[config.mk]
export PLATFORM = sky130hd
export DESIGN_NAME = dm_sba_ctrl
export DESIGN_NICKNAME = d
export VERILOG_FILES = /design/src/rtl/dm_sba_ctrl.sv
export SDC_FILE = /design/constraint.sdc
export NUM_CORES = 1
export LEC_CHECK = 0
export CORE_MARGIN = 10
export CORE_UTILIZATION = 46
export CTS_CLUSTER_DIAMETER = 30
export DETAILED_ROUTE_END_ITERATION = 10
export PLACE_DENSITY = 0.87
export SYNTH_ARGS = -nofsm -noshare
export SYNTH_HDL_FRONTEND = slang
export SYNTH_SLANG_ARGS = --single-unit
[constraint.sdc]
create_clock -name clk -period 7.87 [get_ports clk]
set_input_delay 0.787 -clock clk [delete_from_list [all_inputs] [get_ports clk]]
set_output_delay 0.787 -clock clk [all_outputs]
set_load 0.02 [all_outputs]
[src/rtl/dm_sba_ctrl.sv]
// RISC-V Debug Module System Bus Access controller: SBCS/SBADDRESS0/SBDATA0 plus a single-outstanding bus master.
// Optional WAIT-state response timeout is enabled by defining SBA_TIMEOUT_EN.
module dm_sba_ctrl #(
    parameter int unsigned TIMEOUT_CYCLES = 256
) (
    input  logic        clk,
    input  logic        rst_n,
    input  logic        csr_wr_en,
    input  logic        csr_rd_en,
    input  logic [7:0]  csr_addr,
    input  logic [31:0] csr_wdata,
    output logic [31:0] csr_rdata,
    output logic        sb_req_vld,
    input  logic        sb_req_rdy,
    output logic        sb_req_wr,
    output logic [31:0] sb_req_addr,
    output logic [31:0] sb_req_wdata,
    output logic [2:0]  sb_req_size,
    input  logic        sb_rsp_vld,
    input  logic        sb_rsp_err,
    input  logic [31:0] sb_rsp_rdata
);

    localparam logic [7:0] ADDR_SBCS   = 8'h38;
    localparam logic [7:0] ADDR_SBADR0 = 8'h39;
    localparam logic [7:0] ADDR_SBDAT0 = 8'h3C;

    typedef enum logic [1:0] {
        S_IDLE = 2'd0,
        S_REQ  = 2'd1,
        S_WAIT = 2'd2
    } state_e;

    state_e      state_q, state_d;
    logic        busyerr_q, busyerr_d;
    logic        rdonaddr_q, rdonaddr_d;
    logic [2:0]  access_q, access_d;
    logic        autoinc_q, autoinc_d;
    logic        rdondata_q, rdondata_d;
    logic [2:0]  sberr_q, sberr_d;
    logic [31:0] sbaddr_q, sbaddr_d;
    logic [31:0] sbdata_q, sbdata_d;
    logic [31:0] req_addr_q, req_addr_d;
    logic [31:0] req_wdata_q, req_wdata_d;
    logic [2:0]  req_size_q, req_size_d;
    logic        req_wr_q, req_wr_d;

    logic        wr_sbcs, wr_adr0, wr_dat0, rd_dat0;
    logic        busy, can_start, trig_rd, trig_wr, misaligned, tmo_hit;
    logic [31:0] trig_addr, rsp_mask;

    assign wr_sbcs   = csr_wr_en && (csr_addr == ADDR_SBCS);
    assign wr_adr0   = csr_wr_en && (csr_addr == ADDR_SBADR0);
    assign wr_dat0   = csr_wr_en && (csr_addr == ADDR_SBDAT0);
    assign rd_dat0   = csr_rd_en && (csr_addr == ADDR_SBDAT0);
    assign busy      = (state_q != S_IDLE);
    assign can_start = !busy && (sberr_q == 3'd0) && !busyerr_q;
    assign trig_wr   = can_start && wr_dat0;
    assign trig_rd   = can_start && ((wr_adr0 && rdonaddr_q) || (rd_dat0 && rdondata_q && !wr_dat0));
    // A read-on-address trigger targets the address being written this cycle.
    assign trig_addr = wr_adr0 ? csr_wdata : sbaddr_q;

    always_comb begin
        case (access_q)
            3'd1:    misaligned = trig_addr[0];
            3'd2:    misaligned = |trig_addr[1:0];
            default: misaligned = 1'b0;
        endcase
        case (req_size_q)
            3'd0:    rsp_mask = 32'h0000_00FF;
            3'd1:    rsp_mask = 32'h0000_FFFF;
            default: rsp_mask = 32'hFFFF_FFFF;
        endcase
    end

`ifdef SBA_TIMEOUT_EN
    localparam int unsigned CNT_W = $clog2(TIMEOUT_CYCLES + 1);
    logic [CNT_W-1:0] tmo_cnt_q, tmo_cnt_d;

    always_comb begin
        tmo_cnt_d = '0;
        tmo_hit   = 1'b0;
        if (state_q == S_WAIT && !sb_rsp_vld) begin
            if (tmo_cnt_q == CNT_W'(TIMEOUT_CYCLES - 1)) tmo_hit   = 1'b1;
            else                                         tmo_cnt_d = tmo_cnt_q + 1'b1;
        end
    end

    always_ff @(posedge clk) begin
        if (!rst_n) tmo_cnt_q <= '0;
        else        tmo_cnt_q <= tmo_cnt_d;
    end
`else
    assign tmo_hit = 1'b0;
`endif

    always_comb begin
        // NOTE: every next-state value defaults to its current value first, so no path infers a latch.
        state_d     = state_q;
        busyerr_d   = busyerr_q;
        rdonaddr_d  = rdonaddr_q;
        access_d    = access_q;
        autoinc_d   = autoinc_q;
        rdondata_d  = rdondata_q;
        sberr_d     = sberr_q;
        sbaddr_d    = sbaddr_q;
        sbdata_d    = sbdata_q;
        req_addr_d  = req_addr_q;
        req_wdata_d = req_wdata_q;
        req_size_d  = req_size_q;
        req_wr_d    = req_wr_q;

        if (wr_sbcs) begin
            rdonaddr_d = csr_wdata[20];
            access_d   = csr_wdata[19:17];
            autoinc_d  = csr_wdata[16];
            rdondata_d = csr_wdata[15];
            busyerr_d  = busyerr_q & ~csr_wdata[22];
            sberr_d    = sberr_q & ~csr_wdata[14:12];
        end

        if (busy) begin
            if (wr_adr0 || wr_dat0 || rd_dat0) busyerr_d = 1'b1;
        end else begin
            if (wr_adr0) sbaddr_d = csr_wdata;
            if (wr_dat0) sbdata_d = csr_wdata;
        end

        if (trig_rd || trig_wr) begin
            if (access_q > 3'd2) begin
                sberr_d = 3'd4;
            end else if (misaligned) begin
                sberr_d = 3'd3;
            end else begin
                state_d     = S_REQ;
                req_addr_d  = trig_addr;
                req_wr_d    = trig_wr;
                req_wdata_d = trig_wr ? csr_wdata : 32'd0;
                req_size_d  = access_q;
            end
        end

        // Bus-side error updates come last so they win over a same-cycle W1C.
        case (state_q)
            S_REQ: if (sb_req_rdy) state_d = S_WAIT;
            S_WAIT: begin
                if (sb_rsp_vld) begin
                    state_d = S_IDLE;
                    if (sb_rsp_err) begin
                        sberr_d = 3'd2;
                    end else begin
                        if (!req_wr_q) sbdata_d = sb_rsp_rdata & rsp_mask;
                        if (autoinc_q) sbaddr_d = sbaddr_q + (32'd1 << req_size_q);
                    end
                end else if (tmo_hit) begin
                    state_d = S_IDLE;
                    sberr_d = 3'd1;
                end
            end
            default: ;
        endcase
    end

    always_ff @(posedge clk) begin
        // NOTE: sequential state uses non-blocking assignments only; reset is sampled on the clock edge.
        if (!rst_n) begin
            state_q     <= S_IDLE;
            busyerr_q   <= 1'b0;
            rdonaddr_q  <= 1'b0;
            access_q    <= 3'd2;
            autoinc_q   <= 1'b0;
            rdondata_q  <= 1'b0;
            sberr_q     <= 3'd0;
            sbaddr_q    <= 32'd0;
            sbdata_q    <= 32'd0;
            req_addr_q  <= 32'd0;
            req_wdata_q <= 32'd0;
            req_size_q  <= 3'd0;
            req_wr_q    <= 1'b0;
        end else begin
            state_q     <= state_d;
            busyerr_q   <= busyerr_d;
            rdonaddr_q  <= rdonaddr_d;
            access_q    <= access_d;
            autoinc_q   <= autoinc_d;
            rdondata_q  <= rdondata_d;
            sberr_q     <= sberr_d;
            sbaddr_q    <= sbaddr_d;
            sbdata_q    <= sbdata_d;
            req_addr_q  <= req_addr_d;
            req_wdata_q <= req_wdata_d;
            req_size_q  <= req_size_d;
            req_wr_q    <= req_wr_d;
        end
    end

    always_comb begin
        csr_rdata = 32'd0;
        case (csr_addr)
            ADDR_SBCS:   csr_rdata = {3'd1, 6'd0, busyerr_q, busy, rdonaddr_q, access_q,
                                      autoinc_q, rdondata_q, sberr_q, 7'd32, 5'b00111};
            ADDR_SBADR0: csr_rdata = sbaddr_q;
            ADDR_SBDAT0: csr_rdata = sbdata_q;
            default:     csr_rdata = 32'd0;
        endcase
    end

    assign sb_req_vld   = (state_q == S_REQ);
    assign sb_req_wr    = req_wr_q;
    assign sb_req_addr  = req_addr_q;
    assign sb_req_wdata = req_wdata_q;
    assign sb_req_size  = req_size_q;

endmodule

==> results.cfg <==
[run_status]
outcome = finished clean

[timing]
period_needed_ns = 4.897
max_freq_mhz = 204.2
setup_violations = 0
tightest_slew_ns = 1.114
tns_ns = 0
rsz0062_at_grt = false
max_slew_margin_pct = 25.32
hold_viol = 0
skew_ns = 0.006835
drv_slew = 0
min_period_over_period_pct = 62.22

[layout]
fin_area_sq_um = 9641
final_nets = 1101
diodes = 0
syn2layout_area_growth_pct = 34.73
drive_above_1_share_pct = 6.061
layout_common_cells = clkdlybuf4s50_1 (179), dfxtp_1 (144), nand2_1 (131), nor2_1 (101), mux2i_1 (61)
mostFrequentLayoutCell = clkdlybuf4s50_1

[floorplanning]
die_w_um = 144.7
pin_count = 180
start_util_pct = 47.07
coreArea_sq_um = 15200
die_area_sq_um = 20940
die_h_um = 144.7
rows = 45

[clock_network]
htreeDepth = 4
clk_pin_slew_ns = 0.05
cts.sinks = 144
cts_tree = built
cts_root_buffer = clkbuf_16
insertion_delay_ns = 0.43
post_cts.repair.setup_buffers = 0
clockBufferDepth = 2
cts_resized = 0
holdBufCountCts = 0
cts_buffers = 17

[worst_hold_path]
hp-class = flip-flop to flip-flop
min_from = sb_req_wdata[31]

[route]
ant_nets = 0
drc = 0
wl_um = 25480
wl_per_cell_um = 21.04
via_per_inst = 6.055
drt_iter0_markers = 805
num_vias = 7332
dr.pass1.iters = 7

[placement]
portBuffers = 179
hpwl_um = 18050
placed_area_sq_um = 9071
gp_congestion = 0.9394

[flow_run]
maxCapViolCount = 0

[worst_setup_path]
worstSetupStartpoint = csr_addr[1]
r2r_cells = 9
worstPathArrival_ns = 4.11
crit_chain = clkdlybuf4s50_1 -> nand4b_1 -> or3_1 -> nor2_2 -> a22o_1 -> clkdlybuf4s50_1
reg2reg_from = state_q[0]
required_ns = 7.08
cp-end-kind = output port
crit_fanout = 21
crit_path_frequent_cell = clkdlybuf4s50_1
crit_path_start_kind = primary input
cp-endpoint = csr_rdata[11]
slowest_stage = nor2_2
critical_path_class = primary input to output port
ff2ff_setup_slack_ns = 4.45
rr_endpoint = sb_req_wdata[15]
critPathMaxStageDelay_ns = 0.91

[grt]
grt_max_degree = 47
grt_util_all_layers_pct = 23.70
gr-total-overflow = 0
grt_pass1_vias = 7154
grt_antenna_before_repair = 0
grt_pass1_wl_um = 38840

[synth]
yosysSeqAreaShare_pct = 40.29
yosysTopAreaCell = dfxtp_1
synth_edf_count = 0
ys_ff_latch = 144
netlist_area_sq_um = 7156
yosys_warnings = 0
async_flop_share_pct = 0
avgSynthCellArea_sq_um = 8.369
synth_top_area_share_pct = 40.29
netlist_instances = 855
synth_cell_types = 59
synth_nets = 946
dominantRegCellSynth = dfxtp_1
synthTopCellsByArea = dfxtp_1 (40%), mux2i_1 (8.5%), nand2_1 (6.9%)

[power_and_ir_drop]
peakVddDrop_uv = 173.8
total_power_mw = 1.598
cellLeakagePower_nw = 3.275
powerDensity_nw_per_um2 = 165.7
==> registers in the layout, indices dropped and copies added, names as in the netlist <==
signal / cells
sb_req_addr: 32
sb_req_wdata: 32
sbaddr_q: 32
sbdata_q: 32
access_q: 3
sb_req_size: 3
sberr_q: 3
state_q: 2
autoinc_q: 1
busyerr_q: 1
rdonaddr_q: 1
rdondata_q: 1
sb_req_wr: 1
==> cells in the mapped netlist (2+ instances only) <==
cell,count
a211oi_1,22
a21o_1,4
a21oi_1,46
a22o_1,48
a2bb2oi_1,2
a311oi_1,33
a31oi_1,4
a32oi_1,2
and2_1,5
and3_1,12
buf_1,3
buf_2,15
clkbuf_1,39
dfxtp_1,144
ha_1,11
inv_1,20
mux2_2,4
mux2i_1,61
nand2_1,131
nand2b_1,2
nand3_1,14
nand4_1,5
nand4b_1,2
nor2_1,103
nor2b_1,4
nor3_1,12
nor3b_1,2
nor4_1,3
o211a_1,3
o211ai_1,6
o21a_1,12
o21ai_0,41
o31a_1,4
o31ai_1,5
or3_1,2
xnor2_1,2
xor2_1,5
==> worst max-delay path: cells and delay by family <==
kind / cells / cell delay (ns)
buffers and inverters: 2 / 1.01
and+or+nand+nor: 3 / 2.01
AOI/OAI and AO/OA: 1 / 0.29
==> power breakdown <==
| part | total, mW | internal, mW | switching [mW] |
|---|---|---|---|
| sequential | 0.731 | 0.730 | 0.000821 |
| combinational | 0.0896 | 0.0431 | 0.0464 |
| clock | 0.777 | 0.464 | 0.313 |
| total | 1.60 | 1.24 | 0.360 |
==> metrics by stage <==
step	setup slack, ns	hold WS (ns)	utilization, %	instances
2_1_floorplan	4.524	0.4521	-	855
3_3_place_gp	2.799	0.4647	59.67	1179
3_5_place_dp	2.697	0.4633	59.67	1179
4_1_cts	3.029	0.4798	63.42	1211
5_1_grt	2.824	0.4832	63.42	1211
6_report	2.973	0.4779	63.42	1211
==> worst min-delay path by stage <==
stage / end / cells past startpoint
after floorplan: sberr_q[0] / 2
after global placement: sb_req_wdata[22] / 1
after detailed placement: sb_req_wdata[18] / 1
after CTS: sb_req_wdata[31] / 1
after global routing: sb_req_wdata[31] / 1
final: sb_req_wdata[31] / 1
==> layout make-up <==
cell class                      count  area, sq um
Fill cell                        1262         5562
Multi-Input combinational cell    631         3963
Sequential cell                   144         2883
Timing Repair Buffer              195         1912
Clock buffer                       22        484.2
Tap cell                          188        235.2
Clock inverter                     10        85.08
Inverter                           21        78.83
==> logic make-up after synthesis <==
group	count (synthesis)	share of synthesized area, %
compound gates	243	24.43
xor+xnor	7	0.8568
simple gates	304	18.45
flops	144	40.29
buf+inv	80	4.616
fa+ha+maj	12	2.203
mux	65	9.162
==> layer usage <==
metal / up-vias / part of all wire [%] / global-route usage, %
li1: 3409 / - / -
met1: 3409 / 40 / 29.32
met2: 443 / 44 / 36.22
met3: 71 / 12 / 8.344
met4: 0 / 3.7 / 10.90
met5: - / 0 / 0
(Power assumes the default switching activity.)
